## src/rtl/sel_cursor_if.sv

```systemverilog
// Cursor controller bus bundle.
// Raw buttons and handshake in, cursor state out.
interface sel_cursor_if #(
   parameter int N_POS = 4
);
   logic             btn_left;
   logic             btn_right;
   logic             btn_sel;
   logic             home;
   logic             choice_ack;
   logic [3:0]       pos;
   logic [N_POS-1:0] set_onehot;
   logic [3:0]       choice;
   logic             choice_valid;
   logic             locked;

   modport master (
      output btn_left, btn_right, btn_sel, home, choice_ack,
      input  pos, set_onehot, choice, choice_valid, locked
   );

   modport slave (
      input  btn_left, btn_right, btn_sel, home, choice_ack,
      output pos, set_onehot, choice, choice_valid, locked
   );
endinterface

```

## src/rtl/sel_cursor_ctrl.sv

```systemverilog
// Selection cursor controller: button conditioning,
// saturating cursor, hold-to-repeat, choice handshake.
module sel_cursor_ctrl #(
   parameter int N_POS        = 4,
   parameter int DEB_CYCLES   = 4,
   parameter int REPEAT_DELAY = 8,
   parameter int REPEAT_RATE  = 4,
   parameter int IDLE_TIMEOUT = 64
) (
   input logic         clk,
   input logic         rst_n,
   sel_cursor_if.slave bus
);
   localparam int DW   = $clog2(DEB_CYCLES + 1);
   localparam int RMAX = (REPEAT_DELAY > REPEAT_RATE) ?
                         REPEAT_DELAY : REPEAT_RATE;
   localparam int RW   = $clog2(RMAX + 1);
   localparam int IW   = $clog2(IDLE_TIMEOUT + 1);
   localparam logic [3:0] NMAX = 4'(N_POS);

   typedef enum logic [1:0] {
      S_IDLE, S_HOLD, S_REPEAT, S_LOCK
   } state_t;

   // bit 0 left, bit 1 right, bit 2 select
   logic [2:0]    raw, sync1, sync2;
   logic [2:0]    deb, deb_d, armed, press;
   logic [DW-1:0] dcnt [3];

   state_t           state;
   logic             dir;
   logic [RW-1:0]    rcnt;
   logic [IW-1:0]    icnt;
   logic [3:0]       pos, choice;
   logic [N_POS-1:0] onehot;
   logic             valid, locked;

   logic [3:0] pos_l, pos_r, step_pos, press_pos;
   logic       held, both, rep_due;

   function automatic logic [N_POS-1:0] to_onehot(
      input logic [3:0] p
   );
      logic [N_POS-1:0] v;
      v = '0;
      for (int i = 0; i < N_POS; i++)
         v[i] = (p == 4'(i + 1));
      return v;
   endfunction

   assign raw = {bus.btn_sel, bus.btn_right, bus.btn_left};

   // Synchroniser stays unreset so a button held through reset
   // is still seen as held and cannot fake a fresh press.
   always_ff @(posedge clk) begin
      sync1 <= raw;
      sync2 <= sync1;
   end

   // Debounce each button; arm edge detection once seen released.
   always_ff @(posedge clk) begin
      if (!rst_n) begin
         deb   <= '0;
         deb_d <= '0;
         armed <= '0;
         for (int i = 0; i < 3; i++)
            dcnt[i] <= '0;
      end else begin
         deb_d <= deb;
         for (int i = 0; i < 3; i++) begin
            if (!sync2[i] && !deb[i])
               armed[i] <= 1'b1;
            if (sync2[i] == deb[i]) begin
               dcnt[i] <= '0;
            end else if (dcnt[i] == DW'(DEB_CYCLES)) begin
               deb[i]  <= ~deb[i];
               dcnt[i] <= '0;
            end else begin
               dcnt[i] <= dcnt[i] + 1'b1;
            end
         end
      end
   end

   assign press     = deb & ~deb_d & armed;
   assign both      = deb[0] & deb[1];
   assign held      = dir ? deb[1] : deb[0];
   assign pos_l     = (pos <= 4'd1) ? 4'd1 : pos - 4'd1;
   assign pos_r     = (pos >= NMAX) ? NMAX : pos + 4'd1;
   assign step_pos  = dir ? pos_r : pos_l;
   assign press_pos = press[1] ? pos_r : pos_l;
   assign rep_due   =
      (state == S_HOLD   && rcnt == RW'(REPEAT_DELAY - 1)) ||
      (state == S_REPEAT && rcnt == RW'(REPEAT_RATE - 1));

   // Cursor state machine with registered outputs.
   always_ff @(posedge clk) begin
      if (!rst_n) begin
         state  <= S_IDLE;
         dir    <= 1'b0;
         rcnt   <= '0;
         icnt   <= '0;
         pos    <= 4'd1;
         onehot <= to_onehot(4'd1);
         choice <= '0;
         valid  <= 1'b0;
         locked <= 1'b0;
      end else if (bus.home) begin
         state  <= S_IDLE;
         rcnt   <= '0;
         icnt   <= '0;
         pos    <= 4'd1;
         onehot <= to_onehot(4'd1);
         choice <= '0;
         valid  <= 1'b0;
         locked <= 1'b0;
      end else if (state == S_LOCK) begin
         rcnt <= '0;
         icnt <= '0;
         if (bus.choice_ack) begin
            state  <= S_IDLE;
            choice <= '0;
            valid  <= 1'b0;
            locked <= 1'b0;
         end
      end else if (press[2]) begin
         state  <= S_LOCK;
         rcnt   <= '0;
         icnt   <= '0;
         choice <= pos;
         valid  <= 1'b1;
         locked <= 1'b1;
      end else if (both) begin
         state <= S_IDLE;
         rcnt  <= '0;
         icnt  <= '0;
      end else if (press[0] || press[1]) begin
         state  <= S_HOLD;
         dir    <= press[1];
         rcnt   <= '0;
         icnt   <= '0;
         pos    <= press_pos;
         onehot <= to_onehot(press_pos);
      end else begin
         unique case (state)
            S_IDLE: begin
               if (|deb) begin
                  icnt <= '0;
               end else if (icnt == IW'(IDLE_TIMEOUT - 1)) begin
                  icnt   <= '0;
                  pos    <= 4'd1;
                  onehot <= to_onehot(4'd1);
               end else begin
                  icnt <= icnt + 1'b1;
               end
            end
            S_HOLD, S_REPEAT: begin
               icnt <= '0;
               if (!held) begin
                  state <= S_IDLE;
                  rcnt  <= '0;
               end else if (rep_due) begin
                  state  <= S_REPEAT;
                  rcnt   <= '0;
                  pos    <= step_pos;
                  onehot <= to_onehot(step_pos);
               end else begin
                  rcnt <= rcnt + 1'b1;
               end
            end
            default: ;
         endcase
      end
   end

   assign bus.pos          = pos;
   assign bus.set_onehot   = onehot;
   assign bus.choice       = choice;
   assign bus.choice_valid = valid;
   assign bus.locked       = locked;
endmodule

```

## src/flat_wrapper.sv

```systemverilog
// flat-port wrapper written by rule: the top's interface ports become plain ports
module sel_cursor_ctrl_flat 
#(
   parameter int N_POS        = 4,
   parameter int DEB_CYCLES   = 4,
   parameter int REPEAT_DELAY = 8,
   parameter int REPEAT_RATE  = 4,
   parameter int IDLE_TIMEOUT = 64
)
  (clk, rst_n, bus_btn_left, bus_btn_right, bus_btn_sel, bus_home, bus_choice_ack, bus_pos, bus_set_onehot, bus_choice, bus_choice_valid, bus_locked);
  sel_cursor_if #(.N_POS(N_POS)) bus_i ();
  input logic clk;
  input logic rst_n;
  input wire logic [$bits(bus_i.btn_left)-1:0] bus_btn_left;
  input wire logic [$bits(bus_i.btn_right)-1:0] bus_btn_right;
  input wire logic [$bits(bus_i.btn_sel)-1:0] bus_btn_sel;
  input wire logic [$bits(bus_i.home)-1:0] bus_home;
  input wire logic [$bits(bus_i.choice_ack)-1:0] bus_choice_ack;
  output wire logic [$bits(bus_i.pos)-1:0] bus_pos;
  output wire logic [$bits(bus_i.set_onehot)-1:0] bus_set_onehot;
  output wire logic [$bits(bus_i.choice)-1:0] bus_choice;
  output wire logic [$bits(bus_i.choice_valid)-1:0] bus_choice_valid;
  output wire logic [$bits(bus_i.locked)-1:0] bus_locked;
  assign bus_i.btn_left = bus_btn_left;
  assign bus_i.btn_right = bus_btn_right;
  assign bus_i.btn_sel = bus_btn_sel;
  assign bus_i.home = bus_home;
  assign bus_i.choice_ack = bus_choice_ack;
  assign bus_pos = bus_i.pos;
  assign bus_set_onehot = bus_i.set_onehot;
  assign bus_choice = bus_i.choice;
  assign bus_choice_valid = bus_i.choice_valid;
  assign bus_locked = bus_i.locked;
  sel_cursor_ctrl #(.N_POS(N_POS), .DEB_CYCLES(DEB_CYCLES), .REPEAT_DELAY(REPEAT_DELAY), .REPEAT_RATE(REPEAT_RATE), .IDLE_TIMEOUT(IDLE_TIMEOUT)) u_core (.clk(clk), .rst_n(rst_n), .bus(bus_i));
endmodule
```

## config.mk

```make
export PLATFORM = sky130hd
export DESIGN_NAME = sel_cursor_ctrl_flat
export DESIGN_NICKNAME = d
export VERILOG_FILES = /design/src/rtl/sel_cursor_if.sv /design/src/rtl/sel_cursor_ctrl.sv /design/src/flat_wrapper.sv
export SDC_FILE = /design/constraint.sdc
export NUM_CORES = 1
export LEC_CHECK = 0
export ABC_AREA = 1
export BUFFER_PORTS_ARGS = -buffer_cell sky130_fd_sc_hd__buf_2
export CORE_ASPECT_RATIO = 0.5
export CORE_MARGIN = 10
export CORE_UTILIZATION = 50
export CTS_CLUSTER_DIAMETER = 50
export DETAILED_ROUTE_END_ITERATION = 16
export PLACE_DENSITY_LB_ADDON = 0.15
export SETUP_SLACK_MARGIN = 0.5
export SYNTH_ARGS = -nofsm -noshare
export SYNTH_HDL_FRONTEND = slang
export SYNTH_SLANG_ARGS = --single-unit
export TNS_END_PERCENT = 10
```

## constraint.sdc

```tcl
create_clock -name clk -period 3.39 [get_ports clk]
set_clock_uncertainty 0.15 [all_clocks]
set_input_delay 0.678 -clock clk [delete_from_list [all_inputs] [get_ports clk]]
set_output_delay 0.678 -clock clk [all_outputs]
set_load 0.01 [all_outputs]
```

# After elaboration in Yosys (flattened, before gate mapping)
# Memory sizes are Yosys's and may differ from the RTL's.
# Cells that the tools add are included.
[word_totals]
register_bits = 42
ramBits = 9
in_bits = 7
elab_cells = 183
mem_count = 1
[mem_list]
columns = ["name", "words", "word_bits", "rd", "rd_ports_with_merged_regs", "wr", "line_no", "rtl"]
rows = [
  ["u_core.dcnt", 3, 3, 3, 0, 3, "sel_cursor_ctrl.sv:28", "logic [DW-1:0] dcnt [3];"],
]
[classes]
n_addsub = 7
magnitude_cmp = 2
eq_ne = 26
muxes = 77
bitwise = 24
n_reduce_logical = 29
[ops]
columns = ["operator", "count"]
rows = [
  ["two-way mux 4 bit", 17],
  ["two-way mux 1 bit", 38],
  ["two-way mux 3 bit", 9],
  ["== test 4 x 2 -> 1 bit (second input constant)", 5],
  ["two-way mux 2 bit", 8],
  ["one-hot mux 4 bit (2 select lines)", 2],
  ["two-way mux 7 bit", 2],
  ["one-hot mux 7 bit (2 select lines)", 1],
  ["== test 4 x 3 -> 1 bit (second input constant)", 3],
  ["NOT 1 bit", 11],
  ["adder 3 x 1 -> 3 bit (second input constant)", 3],
  ["== test 3 bit (second input constant)", 3],
  ["!= test 3 x 1 -> 1 bit (second input constant)", 3],
  ["OR 1 bit", 9],
  ["adder 4 x 1 -> 4 bit (second input constant)", 2],
  ["== test 4 x 1 -> 1 bit (second input constant)", 2],
  ["AND reduction 2 bit", 4],
  ["AND reduction 8 bit", 1],
  ["adder 7 x 1 -> 7 bit (second input constant)", 1],
  ["== test 7 x 6 -> 1 bit (second input constant)", 1],
  ["AND 3 bit", 2],
  ["logical NOT 1 bit", 6],
  ["!= test 6 x 5 -> 1 bit (second input constant)", 1],
  ["OR reduction 6 bit", 1],
  ["20 further kinds", 30],
]

# Logic depth before layout (Yosys ltp)
[depth]
word_depth = 10
depth_mapped = 14

# Worst setup path before layout
# OpenSTA, ideal clock, no wires.
[synth_timing]
path_kind = "reg-to-reg"
start = "reg u_core.state[0]"
end = "reg u_core.pos[2], in the netlist u_core.bus.pos[2]"
t_arrival_ns = 1.497
t_required_ns = 3.122
setup_slack_ns = 1.625
path_stages_with_launch = 12
n_path_buf = 0
period_less_slack_ns = 1.765
cell_sequence = "dfxtp_1 inv_1 ha_1 inv_1 nor2_4 nand2_2 nand2_2 inv_2 nand2_4 inv_4 o21ai_1 nor2_1"
[synth_via]
elab_chain_len = 5
elab_cells_between_ends = 17
cone_classes = "eq/ne (7); mux (2); bitwise (1); reduce/logical (7)"
[synth_rtl]
columns = ["item", "line_no", "rtl"]
rows = [
  ["start, declared", "sel_cursor_ctrl.sv:30", "state_t state;"],
  ["start signal, assigned", "sel_cursor_ctrl.sv:99", "state <= S_IDLE;"],
  ["start signal, assigned", "sel_cursor_ctrl.sv:109", "state <= S_IDLE;"],
  ["start signal, assigned", "sel_cursor_ctrl.sv:121", "state <= S_IDLE;"],
  ["== test 2 x 1 -> 1 bit / == test 2 bit (equally long branches)", "sel_cursor_ctrl.sv:93, sel_cursor_ctrl.sv:145, sel_cursor_ctrl.sv:94", ""],
  ["logical AND 1 bit, on equally long branches", "sel_cursor_ctrl.sv:93, sel_cursor_ctrl.sv:94", ""],
  ["logical OR 1 bit", "sel_cursor_ctrl.sv:93", "(state == S_HOLD && rcnt == RW'(REPEAT_DELAY - 1)) ||"],
  ["!= test 3 x 1 -> 1 bit (no line)", "n/a", ""],
  ["AND reduction 8 bit (no line)", "n/a", ""],
  ["end signal, assigned", "sel_cursor_ctrl.sv:142", "pos <= press_pos;"],
  ["end signal, assigned", "sel_cursor_ctrl.sv:165", "pos <= step_pos;"],
  ["end, declared", "sel_cursor_ctrl.sv:34", "logic [3:0] pos, choice;"],
]
# Parallel ways exist; a longest one is shown, timed or not.
# A chain may end at the register's enable or synchronous reset.

# Final worst setup path
[layout_timing]
start = "reg u_core.state[0]"
end = "reg u_core.pos[0], in the netlist u_core.bus.pos[0]"
# Same word-level chain as after synthesis.

==> summary.md <==
| Metric | Value |
|---|---|
| Status | completed |
| Maximum VDD drop | 0.2654 mV |
| Crit-path slowest cell | dfxtp_1 |
| Area of the multi-input gates | 0.001398 mm^2 |
| Final Non-Filler Cells | 471 |
| Final Setup Violations | 0 |
| Post-synth EDFFs | 9 |
| Post-Synth XOR/XNOR Area | 0.01906 |
| Mean Syn Cell Area | 7.511 um^2 |
| Main combinational cell family by area after synthesis | simple AND/OR/NAND/NOR gates |
| Initial antenna violation count | 0 |
| Die area | 0.009063 mm^2 |
| Iteration-0 DRC Markers | 135 |
| Row cnt | 18 |
| Synth Area in Simple Gates | 0.2910 |
| First-pass GRT wire length | 9156 um |
| CTS tree | built |
| # port buffers | 20 |
| Minimum clock period | 2.039 ns |
| Boundary Pins | 21 |
| Root buffer cell | clkbuf_8 |
| Lkg Pwr | 1.430 nW |
| # diodes | 0 |
| Height of the die | 72.50 um |
| Layout net count | 426 |
| Crit-path max cell delay | 0.42 ns |
| Via count | 2238 |
| Main area contributors after synthesis | dfxtp_1, edfxtp_1, nand2_1 |
| CP Buf/Inv Count | 4 |
| Psw | 343.1 uW |
| CP cell instances | inv_1, ha_1, inv_1, nor2_4, nand2_2, nand2_2, inv_2, nand2_4, inv_4, o21ai_0, nand2_1 |
| Setup_tns | 0 ns |
| Compound-cell area share of the yosys netlist | 0.09850 |
| Synth unique cells | 35 |
| Endpoints failing hold | 0 |
| Cts hold-fix bufs | 0 |
| Initial Util | 0.5368 |
| Gr ovfl total | 0 |
| Period Utilization, post-route | 0.6015 |
| Async set or reset register ratio after synthesis | 0 |
| Synth Flop Type | dfxtp_1 |
| Flops & latches, synth | 51 |
| Post-route ant nets | 0 |
| Dpl ws | 1.354 ns |
| Clock-pin transition on the worst setup and hold timing paths | 0.10 ns |
| Residual DRC | 0 |
| Worst setup margin | 1.351 ns |
| Setup CP Type | reg2reg |
| Bufs on Longest Clock Path | 2 |
| Setup repair after global routing missed its margin | false |
| Postcts setup bufs | 0 |
| Vias per cell | 4.752 |
| Comb power frac | 0.138 |
| Layout area overhead | 10.76% |
| Largest net degree at the start of global routing | 18 |
| Final total power | 1.189 mW |
| DP Wirelength | 4065 um |
| Max Cap Viol | 0 |
| CP Max Fanout | 10 |
| Die width | 125 um |
| CTS Buf Count | 5 |
| Largest delay share family, worst path | simple AND/OR/NAND/NOR gates |
| Resized Gates After CTS | 0 |
| Routability cong. | 0.9232 |
| Sequential power share | 0.553 |
| Worst EP arrival | 2.11 ns |
| Syn. warnings | 0 |
| Share of layout cells above drive strength 1 | 0.1596 |
| DP Cell Count | 463 |
| Post-Syn Area | 0.002756 mm^2 |
| CP required | 3.46 ns |
| Sw Ratio | 0.2886 |
| Clk_lat worst skew | 0.32 ns |
| Mux contribution to synthesized area | 0 |
| Avg WL per Cell | 10.99 um |
| Slew Limit Fails | 0 |
| Total global-route track usage | 0.1203 |
| Post-Syn Instances | 367 |
| Clock sink count | 51 |
| Clock power share | 0.309 |
| H-tree Lvls | 2 |
| Synth top area share | 0.3050 |
| P_int | 846.0 uW |
| Final Routed Wirelength | 5174 um |
| First-pass DRT Iterations | 4 |
| Reg area | 0.001111 mm^2 |
| Core area | 0.005135 mm^2 |
| Area leader, netlist | dfxtp_1 |
| Adder-Cell Fraction of Synth Area | 0.08625 |
| Power Density | 389.5 mW/mm^2 |
| Seq/Total Area, Yosys | 0.4031 |
| Core Util, Final | 0.5945 |
| CP Launch Type | flop |
| Layout fillers | 484 |
| Min-delay worst type | reg2reg |
| Setup crit end kind | flop |
| Vias in the first global route | 2057 |
| Fmax | 490.4 MHz |
[synth_stat cells (4+ instances only)]
cell type	n
nand3_1	22
nor2_2	6
inv_1	62
inv_2	7
nand2_2	8
nand2_1	71
edfxtp_1	9
o22ai_1	5
nor2_1	48
dfxtp_1	42
ha_1	19
a21oi_1	16
o21ai_0	10
nor2_4	4
[stage by stage]
step | hold WS, ns | area [um^2]
5_1_grt | 0.1961 | 3053
4_1_cts | 0.1910 | 3053
2_1_floorplan | 0.1596 | 2786
6_report | 0.1872 | 3053
3_5_place_dp | 0.1668 | 2962
3_3_place_gp | 0.1622 | 2962
[layer usage]
layer | track usage | part of all wire | vias to the layer above
li1 | - | - | 1206
met1 | 0.1481 | 0.50 | 993
met2 | 0.1966 | 0.44 | 31
met3 | 0.03626 | 0.041 | 8
met4 | 0.04442 | 0.014 | 0
met5 | 0 | 0 | -
[worst reg2reg max path: stages, from the launching register on]
cell and delay, ns:
dfxtp_1 0.42, inv_1 0.09, ha_1 0.42, inv_1 0.16, nor2_4 0.17, nand2_2 0.06, nand2_2 0.05, inv_2 0.04
nand2_4 0.12, inv_4 0.07, o21ai_0 0.10, nand2_1 0.07
[path summary, 6_finish.rpt]
path / to / from / cells after the start / slack, ns
setup / recovery: u_core.bus.pos[0] / u_core.state[0] / 11 / 1.35
hold / removal: u_core.sync2[1] / u_core.sync1[1] / 0 / 0.19
setup reg to reg: u_core.bus.pos[0] / u_core.state[0] / 11 / 1.35
hold reg to reg: u_core.sync2[1] / u_core.sync1[1] / 0 / 0.19
[cell type report]
| cell class | count | share of cell area |
|---|---|---|
| inverter | 70 | 0.08689 |
| clock buffer | 5 | 0.02254 |
| clock inverter | 3 | 0.007377 |
| tap | 70 | 0.02869 |
| timing repair buffer | 20 | 0.03279 |
| sequential | 51 | 0.3639 |
| multi-input combinational | 252 | 0.4578 |
[cells by family after synthesis]
family	Yosys count
buffers and inverters	72
other	1
and+or+nand+nor	173
AOI/OAI and AO/OA	45
adders and majority gates	19
DFF	51
xor gates and xnor gates	6
[power by group through the flow]
stage	Combinational, mW	Sequential, mW	Clock (mW)
global placement	0.161	0.671	0
CTS	0.165	0.658	0.385
floorplan	0.127	0.670	0
global route	0.190	0.662	0.403
detailed placement	0.165	0.672	0
finish	0.164	0.658	0.367
[sequential cells by signal, summed over array words and instances, names as in the netlist, 2 cells and up]
register               cells
u_core.sync1               3
u_core.bus.choice          4
u_core.dcnt                9
u_core.deb                 3
u_core.deb_d               3
u_core.rcnt                4
u_core.state               2
u_core.bus.set_onehot      4
u_core.sync2               3
u_core.icnt                7
u_core.armed               3
u_core.bus.pos             4
[placed cells by master (no fill, tap or decap), drive strengths merged, types with 2 or more instances in the layout]
| master | Yosys | final |
|---|---|---|
| nand2 | 82 | 82 |
| inv | 70 | 71 |
| nor2 | 58 | 58 |
| dfxtp | 42 | 42 |
| nand3 | 22 | 22 |
| buf | 2 | 20 |
| ha | 19 | 19 |
| a21oi | 17 | 17 |
| o21ai | 15 | 15 |
| edfxtp | 9 | 9 |
| conb | 1 | 9 |
| o22ai | 5 | 5 |
| clkbuf | 0 | 5 |
| nor3 | 4 | 4 |
| nand4 | 3 | 3 |
| nand3b | 3 | 3 |
| xor2 | 3 | 3 |
| xnor2 | 3 | 3 |
| a211oi | 3 | 3 |
| a31oi | 2 | 2 |
| clkinv | 0 | 2 |
Power figures use the tool's default switching activity.
